**config.mk**
```make
export PLATFORM = sky130hd
export DESIGN_NAME = hdr_engine_sched
export DESIGN_NICKNAME = d
export VERILOG_FILES = /design/src/rtl/hdr_sched_pkg.sv /design/src/rtl/hdr_engine_sched.sv
export SDC_FILE = /design/constraint.sdc
export NUM_CORES = 1
export LEC_CHECK = 0
export ABC_AREA = 1
export CAP_MARGIN = 40
export CORE_MARGIN = 4
export CORE_UTILIZATION = 33
export CTS_CLUSTER_SIZE = 20
export DETAILED_ROUTE_END_ITERATION = 7
export GPL_TIMING_DRIVEN = 0
export HOLD_SLACK_MARGIN = 0.12
export PLACE_DENSITY = 0.94
export SETUP_SLACK_MARGIN = 0.05
export SYNTH_ARGS = -nofsm -noshare
export SYNTH_HDL_FRONTEND = slang
export SYNTH_SLANG_ARGS = --single-unit
```
**constraint.sdc**
```tcl
create_clock -name i_sys_clk -period 2.9 [get_ports i_sys_clk]
set_clock_uncertainty 0.15 [all_clocks]
set_input_delay 0.58 -clock i_sys_clk [delete_from_list [all_inputs] [get_ports i_sys_clk]]
set_output_delay 0.58 -clock i_sys_clk [all_outputs]
set_load 0.05 [all_outputs]
```
**src/rtl/hdr_sched_pkg.sv**
```systemverilog
// Shared types for the HDR-DDR command scheduler: engine control bundle, FSM states, error codes.
package hdr_sched_pkg;

  localparam int REGF_ADDR_W = 16;

  typedef struct packed {
    logic                   tx_en;
    logic [3:0]             tx_mode;
    logic                   rx_en;
    logic [2:0]             rx_mode;
    logic                   bitcnt_en;
    logic                   frmcnt_en;
    logic                   sclstall_en;
    logic [3:0]             sclstall_code;
    logic                   sdahand_pp_od;
    logic                   regf_wr_en;
    logic                   regf_rd_en;
    logic [REGF_ADDR_W-1:0] regf_addr;
    logic [7:0]             txrx_addr_ccc;
  } ctrl_bus_t;

  localparam int CTRL_W = $bits(ctrl_bus_t);

  // Everything off, SDA in open-drain mode.
  localparam ctrl_bus_t CTRL_IDLE = '0;

  typedef enum logic [2:0] {
    S_IDLE,
    S_DECODE,
    S_RUN,
    S_DONE,
    S_ABORT,
    S_EXIT
  } sched_state_e;

  localparam logic [1:0] ERR_NONE = 2'b00;
  localparam logic [1:0] ERR_RX   = 2'b01;
  localparam logic [1:0] ERR_TO   = 2'b10;

endpackage

```
**src/rtl/hdr_engine_sched.sv**
```systemverilog
// Grants one HDR-DDR engine per command, muxes its control bundle onto the shared datapath,
// and supervises it with a watchdog and rx-error abort before requesting HDR exit.
module hdr_engine_sched
  import hdr_sched_pkg::*;
#(
  parameter int ADDR_W      = 16,
  parameter int TIMEOUT_CYC = 4096,
  parameter int TO_CNT_W    = 13
) (
  input  logic          i_sys_clk,
  input  logic          i_sys_rst,
  input  logic          i_cmd_valid,
  input  logic          i_regf_CP,
  input  logic          i_regf_TOC,
  output logic          o_cmd_ack,
  output logic [1:0]    o_eng_en,
  input  logic [1:0]    i_eng_done,
  input  ctrl_bus_t     i_eng0_ctrl,
  input  ctrl_bus_t     i_eng1_ctrl,
  output ctrl_bus_t     o_shared_ctrl,
  input  logic          i_rx_error,
  output logic          o_exit_en,
  input  logic          i_exit_done,
  output logic          o_busy,
  output logic          o_xfer_done,
  output logic [1:0]    o_err_code
);

  if ((ADDR_W != REGF_ADDR_W) || ((2 ** TO_CNT_W) <= TIMEOUT_CYC)) begin : g_param_check
    $error("hdr_engine_sched: ADDR_W must match the package bundle and 2**TO_CNT_W must exceed TIMEOUT_CYC");
  end

  sched_state_e        state, state_nx;
  logic                grant;
  logic                toc_q;
  logic [1:0]          err_q;
  logic [TO_CNT_W-1:0] wd;
  logic                wd_hit;
  logic                done_g;

  // A zero timeout disables the watchdog entirely.
  assign wd_hit = (TIMEOUT_CYC != 0) && (wd == TO_CNT_W'(TIMEOUT_CYC - 1));
  assign done_g = i_eng_done[grant];

  always_ff @(posedge i_sys_clk) begin
    if (i_sys_rst) begin
      state <= S_IDLE;
      grant <= 1'b0;
      toc_q <= 1'b0;
      err_q <= ERR_NONE;
      wd    <= '0;
    end else begin
      state <= state_nx;
      if (state == S_IDLE && i_cmd_valid) begin
        grant <= i_regf_CP;
        toc_q <= i_regf_TOC;
      end
      if (state == S_EXIT && i_exit_done) toc_q <= 1'b0;
      if (state == S_DECODE) wd <= '0;
      else if (state == S_RUN && TIMEOUT_CYC != 0) wd <= wd + 1'b1;
      // Error sources outrank a same-cycle done.
      if (state == S_RUN) begin
        if (i_rx_error)  err_q <= ERR_RX;
        else if (wd_hit) err_q <= ERR_TO;
        else if (done_g) err_q <= ERR_NONE;
      end
    end
  end

  always_comb begin
    state_nx      = state;
    o_cmd_ack     = 1'b0;
    o_eng_en      = 2'b00;
    o_shared_ctrl = CTRL_IDLE;
    o_exit_en     = 1'b0;
    o_xfer_done   = 1'b0;
    o_busy        = (state != S_IDLE);
    o_err_code    = err_q;
    case (state)
      S_IDLE:   if (i_cmd_valid) state_nx = S_DECODE;
      S_DECODE: begin
        o_cmd_ack = 1'b1;
        state_nx  = S_RUN;
      end
      S_RUN: begin
        o_eng_en      = grant ? 2'b10 : 2'b01;
        o_shared_ctrl = grant ? i_eng1_ctrl : i_eng0_ctrl;
        if (i_rx_error || wd_hit) state_nx = S_ABORT;
        else if (done_g)          state_nx = S_DONE;
      end
      S_DONE: begin
        o_xfer_done = 1'b1;
        state_nx    = toc_q ? S_EXIT : S_IDLE;
      end
      S_ABORT: begin
        o_xfer_done = 1'b1;
        state_nx    = S_EXIT;
      end
      S_EXIT: begin
        o_exit_en = 1'b1;
        if (i_exit_done) state_nx = S_IDLE;
      end
      default: state_nx = S_IDLE;
    endcase
  end

endmodule

```
==> qor_table.md <==
| Parameter | Value |
| --- | --- |
| Worst path required time | 2170 ps |
| Sum of internal, switching and leakage power | 1.801 mW |
| Commonest cells in the netlist | a22o_1, nand2_1, inv_1, dfxtp_1, nor2_1 |
| Normalized max-slew margin | 0.6317 |
| Max VDD drop | 645.7 uV |
| Mean instance size in the synthesized netlist | 7.266 sq um |
| Pin count of the biggest net entering global routing | 11 |
| Asr flop ratio synth | 0 |
| Slew @ Worst Pin | 554.6 ps |
| Share of synthesized area spent on multiplexers | 0 |
| Estimated wirelength of the detail-placed design | 6345 microns |
| Largest area contributor in the synthesized netlist | dfxtp_1 |
| Setup TNS | 0 ps |
| Worst-path clk slew | 70 ps |
| Total Die Area | 5972 sq um |
| Most used flip-flop cell after synthesis | dfxtp_1 |
| Number of nets with antenna violations after detailed routing | 0 |
| Origin of the worst setup path | state[0] |
| Number of flip-flops and latches in the synthesized netlist | 20 |
| Final instance area | 2939 sq um |
| Number of vias after detailed routing | 2,139 |
| Net Count, Synth | 314 |
| Top cells by area in the synthesized netlist | dfxtp_1, a22o_1, nand2_1 |
| Clock latency reported for the late side of the worst-skew pair | 250 ps |
| Post-detailed-route wirelength per cell | 17.88 microns |
| Buffers inserted by post-CTS timing repair | 0 |
| First-pass detailed-route iteration total | 4 |
| GR Overflow Total | 0 |
| Height of the die | 77.28 microns |
| Detailed-route vias per instance | 5.117 |
| Clock tree root buffer cell | clkbuf_8 |
| Clock tree from TritonCTS | done |
| Part of the cycle the worst path needs | 0.9257 |
| Simple-gate portion of the synthesized area | 0.2899 |
| Crit Reg-Reg Startpoint | wd[0] |
| Effective utilization at floorplan | 0.3517 |
| FF-to-FF End | wd[10] |
| CTS hold repair buffers | 0 |
| CP Launch Type | flip-flop |
| Static leakage | 1.346 nW |
| Maximum clock frequency | 0.3725 GHz |
| Routability cong. | 0.8837 |
| Wire length of the first global-routing pass | 11,610 microns |
| Largest family of logic cells by synthesized area | compound AO/OA/AOI/OAI gates |
| Compound-gate portion of the synthesized area | 0.3191 |
| Gate count after technology mapping | 218 |
| Count of pins over their slew limit | 0 |
| Number of max-capacitance violations reported | 0 |
| Number of enable flip-flop cells after synthesis | 0 |
| Final hold vios | 0 |
| Post-Synth Adder-Cell Area | 0.007899 |
| Data arrival time of the worst path | 1950 ps |
| DRC viols | 0 |
| Status | completed |
| Number of global-route vias before repair | 2,161 |
| Reg-to-reg setup timing slack | 1310 ps |
| R2R cell count | 6 |
| Number of DRC markers after the initial detailed-route iteration | 75 |
| Synthesized cell area | 1584 sq um |
| Hold crit path type | reg -> reg |
| Xor/xnor cell area share of the yosys netlist | 0.01106 |
| Worst Path Class, Setup | reg -> out |
| Quantity of I/O buffers inserted on ports | 145 |
| Count leader, synth | a22o_1 |
| Global router's overall resource usage | 0.2430 |
| Area added between synthesis and finish | 85.55% |
| Synth cell types | 26 |
| IO Pins | 146 |
| Total wire length | 7475 microns |
| Capturing instance or port of the critical path | o_eng_en[0] |
| Crit Path Max Fanout | 10 |
| Fraction of layout cells with a size suffix above 1 | 0.1885 |
| Cell area power density | 612.8 nW/um^2 |
| Antenna violations before repair | 0 |
| # clock sinks | 20 |
| Std cell rows | 24 |
| Die X | 77.28 microns |
| Finish-stage setup viols | 0 |
| Proportion of synthesized chip area in sequential cells | 0.2528 |
| Core region area | 4504 sq um |
| Number of CTS-inserted buffers | 3 |
| Net count, final | 464 |
| Syn. warnings | 0 |
| Number of levels in the clock H-tree | 1 |
| Post-route minimum period | 2685 ps |
| RSZ-0062 raised after global routing | false |
| Share of the synthesized area in the top cell type | 0.2528 |
| Clk buf depth | 2 |
| CP Capture Type | output pin |
| Post-detailed-placement cell area | 3100 sq um |
| Ant diodes | 0 |
[how the worst min path moves through the flow]
stage,start,to,slack (ps),depth (start not counted)
2_1_floorplan,toc_q,toc_q,280,2
3_3_place_gp,wd[12],wd[12],300,2
3_5_place_dp,wd[12],wd[12],300,2
4_1_cts,wd[12],wd[12],320,2
5_1_grt,wd[12],wd[12],350,2
6_report,wd[12],wd[12],320,2
[per-stage QoR]
step	util	hold WS (ps)	instances	worst slack [ps]
after detailed placement	0.6883	303.9	415	28.52
after floorplan	-	282.8	218	629.7
after global placement	0.6883	299.2	415	25.92
after CTS	0.6856	315.1	418	10.51
after global routing	0.6525	347.5	418	107.0
final	0.6525	316.7	418	215.5
[repair_timing]
action                                  CTS  global route
endpoints found under the setup margin   45            39
pin swaps                                 0             0
gates resized for setup                  47            76
[cell families (layout without fill, tap and decap cells)]
kind of cell | after synthesis | count (layout)
AO/OA/AOI/OAI | 67 | 67
XOR/XNOR | 2 | 2
adder cells (fa/ha/maj) | 1 | 1
buffers and inverters | 39 | 187
flip-flops | 20 | 20
AND/OR/NAND/NOR | 89 | 89
[routing by layer]
metal	vias up	global-route usage	routed length, microns
li1	1056	-	-
met1	950	0.2819	2969
met2	115	0.4378	3753
met3	18	0.04333	492
met4	0	0.09431	259
met5	-	0	0
[sequential cells by signal (all words and copies together), names as in the netlist]
signal and cells:
wd 13, toc_q 1, state 3, o_err_code 2, grant 1
[layout by cell type (no fill, tap or decap), types with 6 or more instances in the layout]
| master | n |
|---|---|
| o21ai_0 | 8 |
| inv_1 | 25 |
| a22o_1 | 43 |
| dlygate4sd2_1 | 6 |
| clkdlybuf4s50_1 | 100 |
| a21oi_1 | 13 |
| clkbuf_2 | 39 |
| nand3_1 | 13 |
| nor2_1 | 20 |
| dfxtp_1 | 20 |
| nand2_1 | 41 |
[worst max-delay path: stages, from the launching register on]
cell and delay, ps:
dfxtp_1 360, inv_2 80, nand3_2 100, nor2_2 290, buf_2 290, dlygate4sd2_1 580
[layout make-up]
type / instances / area [sq um]
fill: 408 / 1565
timing repair buffer: 145 / 1249
multi-input combinational: 159 / 994.7
sequential: 20 / 400.4
inverter: 30 / 112.6
buffer: 9 / 76.32
tap: 52 / 65.06
clock buffer: 3 / 41.29
[power by group]
part	internal [mW]	switching [mW]	total (mW)	leakage (nW)
logic	0.406	0.885	1.29	1.16
registers	0.305	0.0297	0.335	0.162
clock network	0.0922	0.0829	0.175	0.0216
total	0.803	0.997	1.80	1.35
Note: power is estimated with default switching activity, not from simulation.
